--- config.mk ---
export PLATFORM = sky130hd
export DESIGN_NAME = os_systolic_pe
export DESIGN_NICKNAME = d
export VERILOG_FILES = /design/src/rtl/os_systolic_pe.sv
export SDC_FILE = /design/constraint.sdc
export NUM_CORES = 1
export LEC_CHECK = 0
export ABC_AREA = 1
export BUFFER_PORTS_ARGS = -buffer_cell sky130_fd_sc_hd__buf_2
export CORE_MARGIN = 2
export CORE_UTILIZATION = 45
export DETAILED_ROUTE_END_ITERATION = 6
export SYNTH_ARGS = -nofsm -noshare
export SYNTH_HDL_FRONTEND = slang
export SYNTH_SLANG_ARGS = --single-unit
--- constraint.sdc ---
create_clock -name clk_i -period 12.8 [get_ports clk_i]
set_clock_uncertainty 0.1 [all_clocks]
set_input_delay 1.92 -clock clk_i [delete_from_list [all_inputs] [get_ports clk_i]]
set_output_delay 1.92 -clock clk_i [all_outputs]
set_load 0.01 [all_outputs]
--- src/rtl/os_systolic_pe.sv ---
// Output-stationary systolic PE with a two-stage MAC, forwarding of activations and weights, and a psum drain chain.
// Build option: define OS_PE_SATURATE_EN to make the accumulation saturate instead of wrap.
module os_systolic_pe #(
  parameter int IN_W  = 8,
  parameter int WT_W  = 8,
  parameter int ACC_W = 32,
  parameter int K_MAX = 256,
  localparam int KW   = $clog2(K_MAX + 1)
) (
  input  logic                    clk_i,
  input  logic                    rst_n,
  input  logic [IN_W-1:0]         input_i,
  input  logic                    input_valid_i,
  input  logic [WT_W-1:0]         weight_i,
  input  logic                    weight_valid_i,
  output logic [IN_W-1:0]         input_o,
  output logic                    input_valid_o,
  output logic [WT_W-1:0]         weight_o,
  output logic                    weight_valid_o,
  input  logic                    start_i,
  input  logic [KW-1:0]           k_len_i,
  input  logic [ACC_W-1:0]        psum_i,
  input  logic                    psum_valid_i,
  output logic [ACC_W-1:0]        psum_o,
  output logic                    psum_valid_o,
  output logic                    busy_o,
  output logic                    done_o
);

  localparam int PW = IN_W + WT_W;
  localparam logic [KW-1:0] K_LIMIT = KW'(K_MAX);

  if (ACC_W < PW) begin : g_width_check
    $error("os_systolic_pe: ACC_W must be at least IN_W+WT_W");
  end

  typedef enum logic [1:0] {IDLE, ACC, FLUSH, DRAIN} state_t;

  state_t state, state_next;

  logic [KW-1:0]           k_len_q;
  logic [KW-1:0]           cnt;
  logic [KW-1:0]           k_len_clamped;
  logic signed [PW-1:0]    prod;
  logic                    prod_valid;
  logic signed [ACC_W-1:0] prod_ext;
  logic signed [ACC_W-1:0] acc;
  logic signed [ACC_W-1:0] acc_next;

  logic fire;
  logic last_pair;
  logic start_take;
  logic emit_own;

  assign k_len_clamped = (k_len_i > K_LIMIT) ? K_LIMIT : k_len_i;
  assign prod_ext      = ACC_W'(prod);

`ifdef OS_PE_SATURATE_EN
  logic [ACC_W:0] sum_wide;

  assign sum_wide = {acc[ACC_W-1], acc} + {prod_ext[ACC_W-1], prod_ext};

  // Overflow shows up as disagreement between the guard bit and the result sign.
  always_comb begin
    acc_next = sum_wide[ACC_W-1:0];
    if (sum_wide[ACC_W] != sum_wide[ACC_W-1]) begin
      acc_next = sum_wide[ACC_W] ? {1'b1, {(ACC_W-1){1'b0}}}
                                 : {1'b0, {(ACC_W-1){1'b1}}};
    end
  end
`else
  assign acc_next = acc + prod_ext;
`endif

  // State register.
  // NOTE: sequential state uses non-blocking assignments so every flop samples pre-edge values.
  always_ff @(posedge clk_i) begin
    if (!rst_n) state <= IDLE;
    else        state <= state_next;
  end

  // Next-state logic.
  // NOTE: each combinational block assigns a default first so no path can infer a latch.
  always_comb begin
    state_next = state;
    case (state)
      IDLE:    if (start_i) state_next = (k_len_clamped == '0) ? DRAIN : ACC;
      ACC:     if (fire && last_pair) state_next = FLUSH;
      FLUSH:   state_next = DRAIN;
      DRAIN:   if (!psum_valid_i) state_next = IDLE;
      default: state_next = IDLE;
    endcase
  end

  // Output / control decode.
  always_comb begin
    fire       = 1'b0;
    start_take = 1'b0;
    emit_own   = 1'b0;
    busy_o     = 1'b1;
    last_pair  = (cnt == k_len_q - KW'(1));
    case (state)
      IDLE:  begin
        busy_o     = 1'b0;
        start_take = start_i;
      end
      ACC:   fire = input_valid_i & weight_valid_i;
      DRAIN: emit_own = ~psum_valid_i;
      default: ;
    endcase
  end

  // Neighbour forwarding is unconditional: the array's timing skew relies on it.
  always_ff @(posedge clk_i) begin
    if (!rst_n) begin
      input_o        <= '0;
      input_valid_o  <= 1'b0;
      weight_o       <= '0;
      weight_valid_o <= 1'b0;
    end else begin
      input_o        <= input_i;
      input_valid_o  <= input_valid_i;
      weight_o       <= weight_i;
      weight_valid_o <= weight_valid_i;
    end
  end

  // MAC pipeline: stage 1 multiplies, stage 2 accumulates.
  always_ff @(posedge clk_i) begin
    if (!rst_n) begin
      prod       <= '0;
      prod_valid <= 1'b0;
      acc        <= '0;
      cnt        <= '0;
      k_len_q    <= '0;
    end else begin
      prod_valid <= fire;
      if (fire) prod <= $signed(input_i) * $signed(weight_i);

      if (start_take) begin
        acc     <= '0;
        cnt     <= '0;
        k_len_q <= k_len_clamped;
      end else begin
        if (prod_valid) acc <= acc_next;
        if (fire)       cnt <= cnt + KW'(1);
      end
    end
  end

  // Drain chain: upstream traffic always has priority over our own result.
  always_ff @(posedge clk_i) begin
    if (!rst_n) begin
      psum_o       <= '0;
      psum_valid_o <= 1'b0;
      done_o       <= 1'b0;
    end else if (emit_own) begin
      psum_o       <= acc;
      psum_valid_o <= 1'b1;
      done_o       <= 1'b1;
    end else begin
      psum_o       <= psum_i;
      psum_valid_o <= psum_valid_i;
      done_o       <= 1'b0;
    end
  end

endmodule

==> impl_metrics.tcl <==
set metrics [dict create \
    fmax_mhz 171 \
    num_vias 8667 \
    grt_pass1_vias 8206 \
    h-tree-depth 4 \
    finalNetCount 1662 \
    syn_area_per_cell_um2 6.79 \
    yosysSeqAreaShare 0.258 \
    synth_warnings 0 \
    combPwrFrac 0.411 \
    crit_top_cell "inv_1" \
    switching_share 0.396 \
    status "completed" \
    post_cts_buffers 0 \
    worst_path_max_delay_cell "fa_1" \
    drv_cap 0 \
    hold_path_startpoint "prod[2]$_SDFFE_PN0P_" \
    layout_commonest_cell "nand2_1" \
    wl_per_cell_um 13.1 \
    synth_mux_area_frac 0 \
    io_pins 116 \
    ys_ff_latch 121 \
    fin_area_um2 10700 \
    worst_pin_slew_ns 0.901 \
    p_sw_uw 609 \
    synth_cell_types 41 \
    drt_first_pass_iters 7 \
    routed_wl_um 23000 \
    initial_core_util 0.460 \
    seqPwrFrac 0.279 \
    final_cells 1758 \
    synthXorXnorAreaFrac 0.0243 \
    antenna_found_initial 0 \
    holdPathEnd "prod[2]$_SDFFE_PN0P_" \
    p_int_uw 930 \
    tns_ns 0 \
    syn_to_final_growth_pct 14.3 \
    synthAdderAreaFrac 0.209 \
    place_area_um2 10100 \
    syn_nets 1567 \
    slew_headroom 0.399 \
    yosys.area_share.simple 0.245 \
    whs_path_depth 2 \
    cp_max_fo 8 \
    finalHoldViolations 0 \
    synth_top_family_by_area "simple AND/OR/NAND/NOR gates" \
    clk_latency_ns 0.43 \
    drc 0 \
    cpPeakStageDelay_ns 0.55 \
    ant_nets 0 \
    diodes 0 \
    cts_made_buffers 17 \
    grt_pass1_wl_um 39600 \
    row_count 52 \
    post-route-period-util 0.457 \
    die_area_um2 22000 \
    gp_congestion 0.931 \
    dr.first_iter.drc_count 469 \
    clock-sinks 121 \
    post_cts_resized 0 \
    final_cell_mix "nand2_1 (308), inv_1 (291), dfxtp_1 (121)" \
    r2r_start "prod[15]$_SDFFE_PN0P_" \
    cts_hold_buf 0 \
    rr_endpoint "acc[30]$_SDFFE_PP0P_" \
    synth_area_um2 9380 \
    power.density_nw_per_um2 144 \
    vias_per_cell 4.93 \
    rsz0062_at_grt "no" \
    die_h_um 148 \
    grt_overflow 0 \
    arrival_ns 6.07 \
    dp.cells 1727 \
    clkTransAtPathRegs_ns 0.06 \
    grtUsageTotal 0.221 \
    setup.worst_path.start_class "input pin" \
    path_buf_inv 7 \
    grt_start_max_net_pins 72 \
    drive_above_1_share 0.122 \
    required_ns 13.02 \
    cts-root-buf "clkbuf_16" \
    r2r_setup_slack_ns 9.98 \
    r2r_cells 11 \
    cp-end-kind "flop" \
    period_needed_ns 5.84 \
    fp.coreArea_um2 20400 \
    cts_buffer_depth 2 \
    hpwl_um 17500 \
    fp.dieW_um 148 \
    synth-compound-area-share 0.125 \
    vdd_drop_max_mv 0.0947 \
    clkPwrFrac 0.310 \
    final-setup-viol-count 0 \
    n_fill_cell 2114 \
    critical_path_class "input pin to flop" \
    slew_violations 0 \
    syn_inst 1381 \
    cts_tree "yes" \
    p_leak_nw 5.99 \
    port_buffers 115 \
    min_path_type "flop to flop" \
    crit_family "adder cells" \
    path_cells "buf_2 -> inv_1 -> or2_2 -> fa_1 -> fa_1 -> inv_1 -> fa_1 -> inv_1 -> fa_1 -> inv_1 -> ha_1 -> nand2_1 -> inv_1 -> a21boi_1 -> o21ai_0 -> nand3_1 -> nand3_1 -> nand3_1 -> nand2_1 -> inv_1" \
]
-- cells in the mapped netlist (all sizes together) --
| cell type | number | area [um^2] |
|---|---|---|
| a21boi | 2 | 15.0 |
| clkbuf | 35 | 141 |
| o21ai | 92 | 460 |
| o21bai | 6 | 45.0 |
| buf | 7 | 32.5 |
| a21oi | 95 | 479 |
| o221ai | 1 | 8.76 |
| a21o | 5 | 37.5 |
| and3 | 1 | 6.26 |
| o211ai | 1 | 7.51 |
| xor2 | 20 | 175 |
| nand3 | 74 | 370 |
| xnor2 | 6 | 52.6 |
| fa | 56 | 1120 |
| o22ai | 8 | 50.1 |
| inv | 298 | 1120 |
| ha | 67 | 838 |
| clkinv | 1 | 3.75 |
| nand4 | 8 | 50.1 |
| or2 | 5 | 31.3 |
| o21a | 5 | 37.5 |
| nor4 | 2 | 12.5 |
| a31oi | 4 | 25.0 |
| nor2 | 128 | 505 |
| nand2 | 316 | 1210 |
| nor3 | 13 | 91.3 |
| dfxtp | 121 | 2420 |
| o31ai | 1 | 7.51 |
| nand3b | 3 | 22.5 |
-- layout make-up --
| class | count | area (um^2) | share of cell area |
|---|---|---|---|
| Multi-Input combinational cell | 919 | 5660 | 0.528 |
| Sequential cell | 121 | 2420 | 0.226 |
| Inverter | 299 | 1120 | 0.105 |
| Timing Repair Buffer | 118 | 598 | 0.0558 |
| Clock buffer | 17 | 425 | 0.0397 |
| Tap cell | 270 | 338 | 0.0315 |
| Clock inverter | 14 | 149 | 0.0139 |
-- worst max path at each step --
stage                start                    end  slack [ns]  depth (start not counted)
2_1_floorplan   input_i[0]  prod[13]$_SDFFE_PN0P_        6.86                         19
3_3_place_gp   weight_i[7]  prod[13]$_SDFFE_PN0P_        6.59                         20
3_5_place_dp   weight_i[7]  prod[13]$_SDFFE_PN0P_        6.54                         20
4_1_cts        weight_i[7]  prod[13]$_SDFFE_PN0P_        6.98                         20
5_1_grt        weight_i[7]  prod[13]$_SDFFE_PN0P_        6.66                         20
6_report       weight_i[7]  prod[13]$_SDFFE_PN0P_        6.96                         20
-- power groups by stage --
| stage | logic, mW | clock network [mW] | registers [mW] |
|---|---|---|---|
| 2_1_floorplan | 0.490 | 0 | 0.437 |
| 3_3_place_gp | 0.627 | 0 | 0.437 |
| 3_5_place_dp | 0.633 | 0 | 0.437 |
| 4_1_cts | 0.639 | 0.487 | 0.429 |
| 5_1_grt | 0.749 | 0.501 | 0.432 |
| 6_report | 0.633 | 0.477 | 0.429 |
-- sequential cells by signal, summed over array words and instances, names as in the netlist --
register,cells
acc,32
cnt,9
done_o,1
input_o,8
input_valid_o,1
k_len_q,9
prod,16
prod_valid,1
psum_o,32
psum_valid_o,1
state,2
weight_o,8
weight_valid_o,1
-- cell families after synthesis --
group	after synthesis
buf+inv	341
compound gates	220
fa+ha+maj	123
simple gates	550
flops	121
xor+xnor	26
-- routing by layer --
layer  part of all wire  up-vias  track usage  routed length, um
li1                   -     4457            -                  -
met1               0.51     3982        0.316              11600
met2               0.44      211        0.355              10000
met3              0.047       17       0.0313               1090
met4              0.012        0       0.0529                272
met5                  0        -            0                  0
-- worst register-to-register path, delay by kind of cell (launching register included) --
family / cells / cell delay [ns]
AOI/OAI and AO/OA: 3 / 0.70
adders and majority gates: 1 / 0.43
buffers and inverters: 1 / 0.04
DFF: 1 / 0.90
and+or+nand+nor: 6 / 0.55
-- through the flow --
| stage | worst slack, ns | util | total power, mW | hold WS (ns) |
|---|---|---|---|---|
| floorplan | 6.86 | - | 0.927 | 0.347 |
| global placement | 6.59 | 0.498 | 1.06 | 0.368 |
| detailed placement | 6.54 | 0.498 | 1.07 | 0.373 |
| CTS | 6.98 | 0.526 | 1.55 | 0.381 |
| global route | 6.66 | 0.526 | 1.68 | 0.401 |
| finish | 6.96 | 0.526 | 1.54 | 0.379 |
Power figures use the tool's default switching activity.
